==> config.mk <==
export PLATFORM = sky130hd
export DESIGN_NAME = bnn_weight_loader
export DESIGN_NICKNAME = d
export VERILOG_FILES = /design/src/rtl/bnn_weight_loader.sv
export SDC_FILE = /design/constraint.sdc
export NUM_CORES = 1
export LEC_CHECK = 0
export ABC_AREA = 1
export CAP_MARGIN = 30
export CORE_MARGIN = 2
export CORE_UTILIZATION = 40
export CTS_CLUSTER_SIZE = 28
export DETAILED_ROUTE_END_ITERATION = 10
export GPL_ROUTABILITY_DRIVEN = 1
export PLACE_DENSITY = 0.69
export SLEW_MARGIN = 10
export SYNTH_ARGS = -nofsm -noshare
export SYNTH_HDL_FRONTEND = slang
export SYNTH_SLANG_ARGS = --single-unit
==> constraint.sdc <==
create_clock -name clk -period 2.5 [get_ports clk]
set_input_delay 0.5 -clock clk [delete_from_list [all_inputs] [get_ports clk]]
set_output_delay 0.5 -clock clk [all_outputs]
set_load 0.05 [all_outputs]
==> src/rtl/bnn_weight_loader.sv <==
// bnn_weight_loader
// Weight-loading front end for tiny_bnn. While setup is high, CHUNK-bit slices
// are shifted into a shadow register. When the final chunk arrives the whole
// set is copied to the weight bank in one edge, so the core never sees a
// partially written bank. Short loads and chunks arriving after a commit set
// sticky error flags. Each new load clears both flags.
//
// Ports:
//   clk           in   system clock, rising edge
//   rst_n         in   asynchronous active-low reset
//   setup         in   load-mode strobe
//   data_in       in   CHUNK-bit weight slice, sampled while setup=1
//   weights_out   out  committed weight bank (registered)
//   weights_valid out  a full load has committed since reset
//   load_done     out  one-cycle pulse after the commit edge
//   chunk_count   out  chunks captured in the current load
//   err_short     out  sticky: setup dropped before the load completed
//   err_overflow  out  sticky: chunks presented after commit
module bnn_weight_loader #(
  parameter int CHUNK     = 6,
  parameter int N_WEIGHTS = 48
) (
  input  logic                              clk,
  input  logic                              rst_n,
  input  logic                              setup,
  input  logic [CHUNK-1:0]                  data_in,
  output logic [N_WEIGHTS-1:0]              weights_out,
  output logic                              weights_valid,
  output logic                              load_done,
  output logic [$clog2(N_WEIGHTS/CHUNK+1)-1:0] chunk_count,
  output logic                              err_short,
  output logic                              err_overflow
);

  localparam int N_CHUNKS = N_WEIGHTS / CHUNK;
  localparam int CW       = $clog2(N_CHUNKS + 1);
  // The shadow holds at most N_CHUNKS-1 chunks. The final chunk goes
  // straight from data_in into the bank on the commit edge.
  localparam int SW       = N_WEIGHTS - CHUNK;

  localparam logic [CW-1:0] CNT_ZERO = CW'(0);
  localparam logic [CW-1:0] CNT_ONE  = CW'(1);
  localparam logic [CW-1:0] CNT_LAST = CW'(N_CHUNKS - 1);
  localparam logic [CW-1:0] CNT_FULL = CW'(N_CHUNKS);

  typedef enum logic [1:0] {
    IDLE = 2'd0,
    LOAD = 2'd1,
    DONE = 2'd2
  } state_e;

  state_e               state_q, state_d;
  logic [SW-1:0]        shadow_q, shadow_d;
  logic [N_WEIGHTS-1:0] weights_q, weights_d;
  logic                 valid_q, valid_d;
  logic                 done_q, done_d;
  logic [CW-1:0]        cnt_q, cnt_d;
  logic                 err_short_q, err_short_d;
  logic                 err_ovf_q, err_ovf_d;

  // State and datapath registers, all cleared asynchronously.
  always_ff @(posedge clk or negedge rst_n) begin
    if (!rst_n) begin
      state_q     <= IDLE;
      shadow_q    <= '0;
      weights_q   <= '0;
      valid_q     <= 1'b0;
      done_q      <= 1'b0;
      cnt_q       <= CNT_ZERO;
      err_short_q <= 1'b0;
      err_ovf_q   <= 1'b0;
    end else begin
      state_q     <= state_d;
      shadow_q    <= shadow_d;
      weights_q   <= weights_d;
      valid_q     <= valid_d;
      done_q      <= done_d;
      cnt_q       <= cnt_d;
      err_short_q <= err_short_d;
      err_ovf_q   <= err_ovf_d;
    end
  end

  // Next-state logic for the load sequencer.
  always_comb begin
    state_d = state_q;
    case (state_q)
      IDLE: begin
        if (setup) begin
          state_d = LOAD;
        end else begin
          state_d = IDLE;
        end
      end
      LOAD: begin
        if (!setup) begin
          state_d = IDLE;
        end else if (cnt_q == CNT_LAST) begin
          state_d = DONE;
        end else begin
          state_d = LOAD;
        end
      end
      DONE: begin
        if (setup) begin
          state_d = DONE;
        end else begin
          state_d = IDLE;
        end
      end
      default: begin
        state_d = IDLE;
      end
    endcase
  end

  // Datapath and flag updates for each state.
  always_comb begin
    shadow_d    = shadow_q;
    weights_d   = weights_q;
    valid_d     = valid_q;
    done_d      = 1'b0;
    cnt_d       = cnt_q;
    err_short_d = err_short_q;
    err_ovf_d   = err_ovf_q;
    case (state_q)
      IDLE: begin
        if (setup) begin
          // The truncating cast drops the oldest slice. Every bit of it is
          // replaced before the commit edge.
          shadow_d    = SW'({shadow_q, data_in});
          cnt_d       = CNT_ONE;
          err_short_d = 1'b0;
          err_ovf_d   = 1'b0;
        end else begin
          cnt_d = cnt_q;
        end
      end
      LOAD: begin
        if (!setup) begin
          err_short_d = 1'b1;
          cnt_d       = CNT_ZERO;
        end else if (cnt_q == CNT_LAST) begin
          weights_d = {shadow_q, data_in};
          valid_d   = 1'b1;
          done_d    = 1'b1;
          cnt_d     = CNT_FULL;
        end else begin
          shadow_d = SW'({shadow_q, data_in});
          cnt_d    = cnt_q + CNT_ONE;
        end
      end
      DONE: begin
        if (setup) begin
          err_ovf_d = 1'b1;
        end else begin
          cnt_d = CNT_ZERO;
        end
      end
      default: begin
        cnt_d = CNT_ZERO;
      end
    endcase
  end

  assign weights_out   = weights_q;
  assign weights_valid = valid_q;
  assign load_done     = done_q;
  assign chunk_count   = cnt_q;
  assign err_short     = err_short_q;
  assign err_overflow  = err_ovf_q;

endmodule
==> run_summary.xml <==
<?xml version="1.0" encoding="UTF-8"?>
<metrics>
  <group name="timing">
    <metric name="grt_setup_unrepaired" unit="">false</metric>
    <metric name="finalHoldViolations" unit="">0</metric>
    <metric name="timing.final.setup_violations" unit="">0</metric>
    <metric name="fin_crit" unit="ps">2200</metric>
    <metric name="final_max_slew_viol_count" unit="">0</metric>
    <metric name="slew-limit-headroom" unit="%">63.2</metric>
    <metric name="period_share" unit="%">88.1</metric>
    <metric name="maxClockFrequency" unit="MHz">454</metric>
    <metric name="timing_worst_slew_pin_value" unit="ps">551</metric>
    <metric name="clock_skew" unit="ps">10.7</metric>
    <metric name="timing.setup.tns" unit="ps">0</metric>
  </group>
  <group name="pwr">
    <metric name="pwr_density_cell" unit="nW/um^2">630</metric>
    <metric name="clock_power_share" unit="%">31.4</metric>
    <metric name="p_int" unit="W">0.00229</metric>
    <metric name="power.total" unit="W">0.00312</metric>
    <metric name="p_switching" unit="W">0.000830</metric>
    <metric name="power_switching_share" unit="%">26.6</metric>
    <metric name="vdd_drop_max" unit="mV">0.318</metric>
    <metric name="comb_power_share" unit="%">10.4</metric>
    <metric name="total_leakage_power" unit="nW">2.63</metric>
    <metric name="share_seq_of_total_power" unit="%">58.1</metric>
  </group>
  <group name="floorplan">
    <metric name="floorplan.initialDensity" unit="%">41.2</metric>
    <metric name="floorplan.die.height" unit="microns">104</metric>
    <metric name="chipWidth" unit="microns">104</metric>
    <metric name="row_count" unit="">36</metric>
    <metric name="die-area" unit="sq um">10800</metric>
    <metric name="placeableCoreArea" unit="sq um">9730</metric>
    <metric name="boundaryPins" unit="">65</metric>
  </group>
  <group name="clocking">
    <metric name="cts_setup_buffers" unit="">0</metric>
    <metric name="ctsRootBufferMaster" unit="">sky130_fd_sc_hd__clkbuf_8</metric>
    <metric name="clk-insertion-delay-late" unit="ps">360</metric>
    <metric name="ctsHtreeMaxLevel" unit="">3</metric>
    <metric name="tritoncts" unit="">built</metric>
    <metric name="cts_inserted_buffers" unit="">9</metric>
    <metric name="cts-hold-fix-buffers" unit="">0</metric>
    <metric name="postCtsResizedCells" unit="">0</metric>
    <metric name="clk_pin_slew" unit="ps">90</metric>
    <metric name="tritoncts_num_sinks" unit="">100</metric>
    <metric name="clk_path_buf_depth" unit="">2</metric>
  </group>
  <group name="global_routing">
    <metric name="grt_usage" unit="%">16.7</metric>
    <metric name="grt_pass1_vias" unit="">3156</metric>
    <metric name="gr-usage-met3" unit="%">4.76</metric>
    <metric name="global_route.peak_usage_layer" unit="">met2</metric>
    <metric name="first_pass_grt_wire_length" unit="microns">14900</metric>
    <metric name="grt_overflow" unit="">0</metric>
    <metric name="antenna_found_initial" unit="">0</metric>
    <metric name="gr-usage-met1" unit="%">22.0</metric>
    <metric name="grt.met2_usage" unit="%">27.6</metric>
    <metric name="maximum_number_of_pins_on_one_net_before_global_route_repair" unit="">44</metric>
  </group>
  <group name="critical_path">
    <metric name="critical_path.reg2reg.startpoint" unit="">chunk_count[0]</metric>
    <metric name="critical_path.startpoint" unit="">chunk_count[2]</metric>
    <metric name="reg2reg_to" unit="">shadow_q[15]</metric>
    <metric name="critical_path_buf_inv_count" unit="">1</metric>
    <metric name="r2r_slack" unit="ps">620</metric>
    <metric name="critical_path_peak_fanout" unit="">7</metric>
    <metric name="critPathMaxStageDelay" unit="ps">850</metric>
    <metric name="arrival_time_at_the_worst_endpoint" unit="ps">1700</metric>
    <metric name="setup.worst_path.class" unit="">reg -&gt; out</metric>
    <metric name="type_of_element_capturing_the_critical_path" unit="">output port</metric>
    <metric name="required" unit="ps">2000</metric>
    <metric name="startpoint_type" unit="">flip-flop</metric>
    <metric name="critPathTopFamily" unit="">buffers and inverters</metric>
    <metric name="worstRegToRegCells" unit="">6</metric>
    <metric name="critical_path.slowest_cell" unit="">sky130_fd_sc_hd__clkdlybuf4s50_1</metric>
    <metric name="crit_path_cell_trace" unit="">clkdlybuf4s50_1</metric>
  </group>
  <group name="synthesis">
    <metric name="netlist_instances" unit="">442</metric>
    <metric name="sequential_element_share_of_the_synthesized_area" unit="%">62.4</metric>
    <metric name="syn_std_cell_area" unit="sq um">4010</metric>
    <metric name="synth.avg_cell_area" unit="sq um">9.07</metric>
    <metric name="synth.distinct_cells" unit="">16</metric>
    <metric name="yosys_register_bits" unit="">100</metric>
    <metric name="synth.net_count" unit="">452</metric>
    <metric name="yosysWarningCount" unit="">0</metric>
  </group>
  <group name="final_layout">
    <metric name="post_route_cells_drive_above_1_share" unit="%">6.75</metric>
    <metric name="total_inserted_antenna_cells" unit="">0</metric>
    <metric name="syn2layout_area_growth" unit="%">23.8</metric>
    <metric name="final_core_util" unit="%">51.0</metric>
    <metric name="total_nets_final" unit="">511</metric>
    <metric name="num-fill-cells" unit="">940</metric>
  </group>
  <group name="placed_design">
    <metric name="gpl.final_weighted_congestion" unit="">0.770</metric>
    <metric name="hpwlAfterDp" unit="microns">5760</metric>
    <metric name="port_buffers" unit="">64</metric>
  </group>
  <group name="detailed_routing">
    <metric name="vias_per_cell" unit="">4.86</metric>
    <metric name="routed_wl" unit="microns">8500</metric>
    <metric name="drt-pass1-iter-count" unit="">4</metric>
    <metric name="drt.antenna.violating_nets" unit="">0</metric>
    <metric name="route.vias.total" unit="">3095</metric>
    <metric name="wire_per_inst" unit="microns">13.3</metric>
    <metric name="drt_first_iter_violations" unit="">147</metric>
    <metric name="drt_drc_violations_left" unit="">0</metric>
  </group>
  <group name="outcome">
    <metric name="outcome" unit="">completed</metric>
  </group>
  <group name="flow_run">
    <metric name="cap_violations" unit="">0</metric>
  </group>
  <group name="hold_path">
    <metric name="hp-class" unit="">in -&gt; async</metric>
  </group>
</metrics>
## cell type report
type / count / area [sq um] / share of cell area, %
sequential: 100 / 2500 / 50.4
multi-input combinational: 305 / 1310 / 26.5
timing repair buffer: 76 / 766 / 15.4
tap: 133 / 166 / 3.35
clock buffer: 10 / 128 / 2.57
clock inverter: 4 / 51.3 / 1.03
inverter: 9 / 33.8 / 0.681
## power by group through the flow
stage / Sequential, W / Clock [W] / Combinational, W
after floorplan: 0.00189 / 0 / 0.000138
after global placement: 0.00185 / 0 / 0.000324
after detailed placement: 0.00185 / 0 / 0.000332
after CTS: 0.00182 / 0.00102 / 0.000333
after global routing: 0.00183 / 0.00108 / 0.000365
final: 0.00182 / 0.000982 / 0.000325
## flip-flops by register name, summed over array words and instances (netlist names)
name / count
weights_out: 48
shadow_q: 42
chunk_count: 4
state_q: 2
err_overflow: 1
err_short: 1
load_done: 1
weights_valid: 1
## cells in the mapped netlist
library cell / number / area share [%]
sky130_fd_sc_hd__ha_1: 1 / 0.31
sky130_fd_sc_hd__buf_2: 24 / 3.0
sky130_fd_sc_hd__xnor2_1: 1 / 0.22
sky130_fd_sc_hd__nor2_1: 1 / 0.094
sky130_fd_sc_hd__nor2_4: 2 / 0.56
sky130_fd_sc_hd__nand3_1: 96 / 12
sky130_fd_sc_hd__dfrtp_1: 100 / 62
sky130_fd_sc_hd__nand2_2: 1 / 0.16
sky130_fd_sc_hd__buf_4: 1 / 0.19
sky130_fd_sc_hd__nand2_1: 198 / 19
sky130_fd_sc_hd__buf_6: 3 / 0.84
sky130_fd_sc_hd__nand4_1: 1 / 0.16
sky130_fd_sc_hd__nand4_2: 1 / 0.31
sky130_fd_sc_hd__o21ai_0: 3 / 0.37
sky130_fd_sc_hd__inv_2: 3 / 0.28
sky130_fd_sc_hd__inv_1: 6 / 0.56
## layout by cell type, fill, tap and decap left out
cell type / Yosys / routed
sky130_fd_sc_hd__clkdlybuf4s50_1: 0 / 63
sky130_fd_sc_hd__xnor2_1: 1 / 1
sky130_fd_sc_hd__dfrtp_1: 100 / 100
sky130_fd_sc_hd__nor2_1: 1 / 1
sky130_fd_sc_hd__clkinvlp_4: 0 / 1
sky130_fd_sc_hd__bufinv_16: 0 / 1
sky130_fd_sc_hd__nand4_1: 1 / 1
sky130_fd_sc_hd__inv_2: 3 / 3
sky130_fd_sc_hd__nand3_1: 96 / 96
sky130_fd_sc_hd__inv_1: 6 / 6
sky130_fd_sc_hd__nand4_2: 1 / 1
sky130_fd_sc_hd__nor2_4: 2 / 2
sky130_fd_sc_hd__nand2_1: 198 / 197
sky130_fd_sc_hd__clkbuf_8: 0 / 9
sky130_fd_sc_hd__nand2_2: 1 / 2
sky130_fd_sc_hd__buf_12: 0 / 3
sky130_fd_sc_hd__inv_6: 0 / 1
sky130_fd_sc_hd__ha_1: 1 / 1
sky130_fd_sc_hd__buf_4: 1 / 10
sky130_fd_sc_hd__clkinv_2: 0 / 1
sky130_fd_sc_hd__clkbuf_1: 0 / 1
sky130_fd_sc_hd__o21ai_0: 3 / 3
## kinds of logic after synthesis
group	synth area share, %
compound gates	0.374
simple gates	31.8
flops	62.4
buf+inv	4.87
fa+ha+maj	0.312
xor+xnor	0.219
## stage by stage
stage | hold WS, ps | setup WS [ps] | cells | cell area (sq um)
after floorplan | 204 | 792 | 442 | 4010
after global placement | 446 | 598 | 623 | 4780
after detailed placement | 454 | 530 | 623 | 4780
after CTS | 51.2 | 285 | 637 | 4960
after global routing | 66.2 | 238 | 637 | 4960
final | 56.5 | 296 | 637 | 4960
## metal layers
layer,vias up,part of all wire [%]
met5,-,0
met4,0,1.0
met3,10,4.5
met2,63,48
met1,1491,47
li1,1531,-
## worst max-delay path by stage
stage	slack (ps)	endpoint	cells past startpoint
after CTS	290	chunk_count[2]	1
after floorplan	790	weights_out[0]	7
after detailed placement	530	weights_out[30]	6
after global routing	240	chunk_count[2]	1
final	300	chunk_count[2]	1
after global placement	600	weights_out[47]	6
Note: power is estimated with default switching activity, not from simulation.
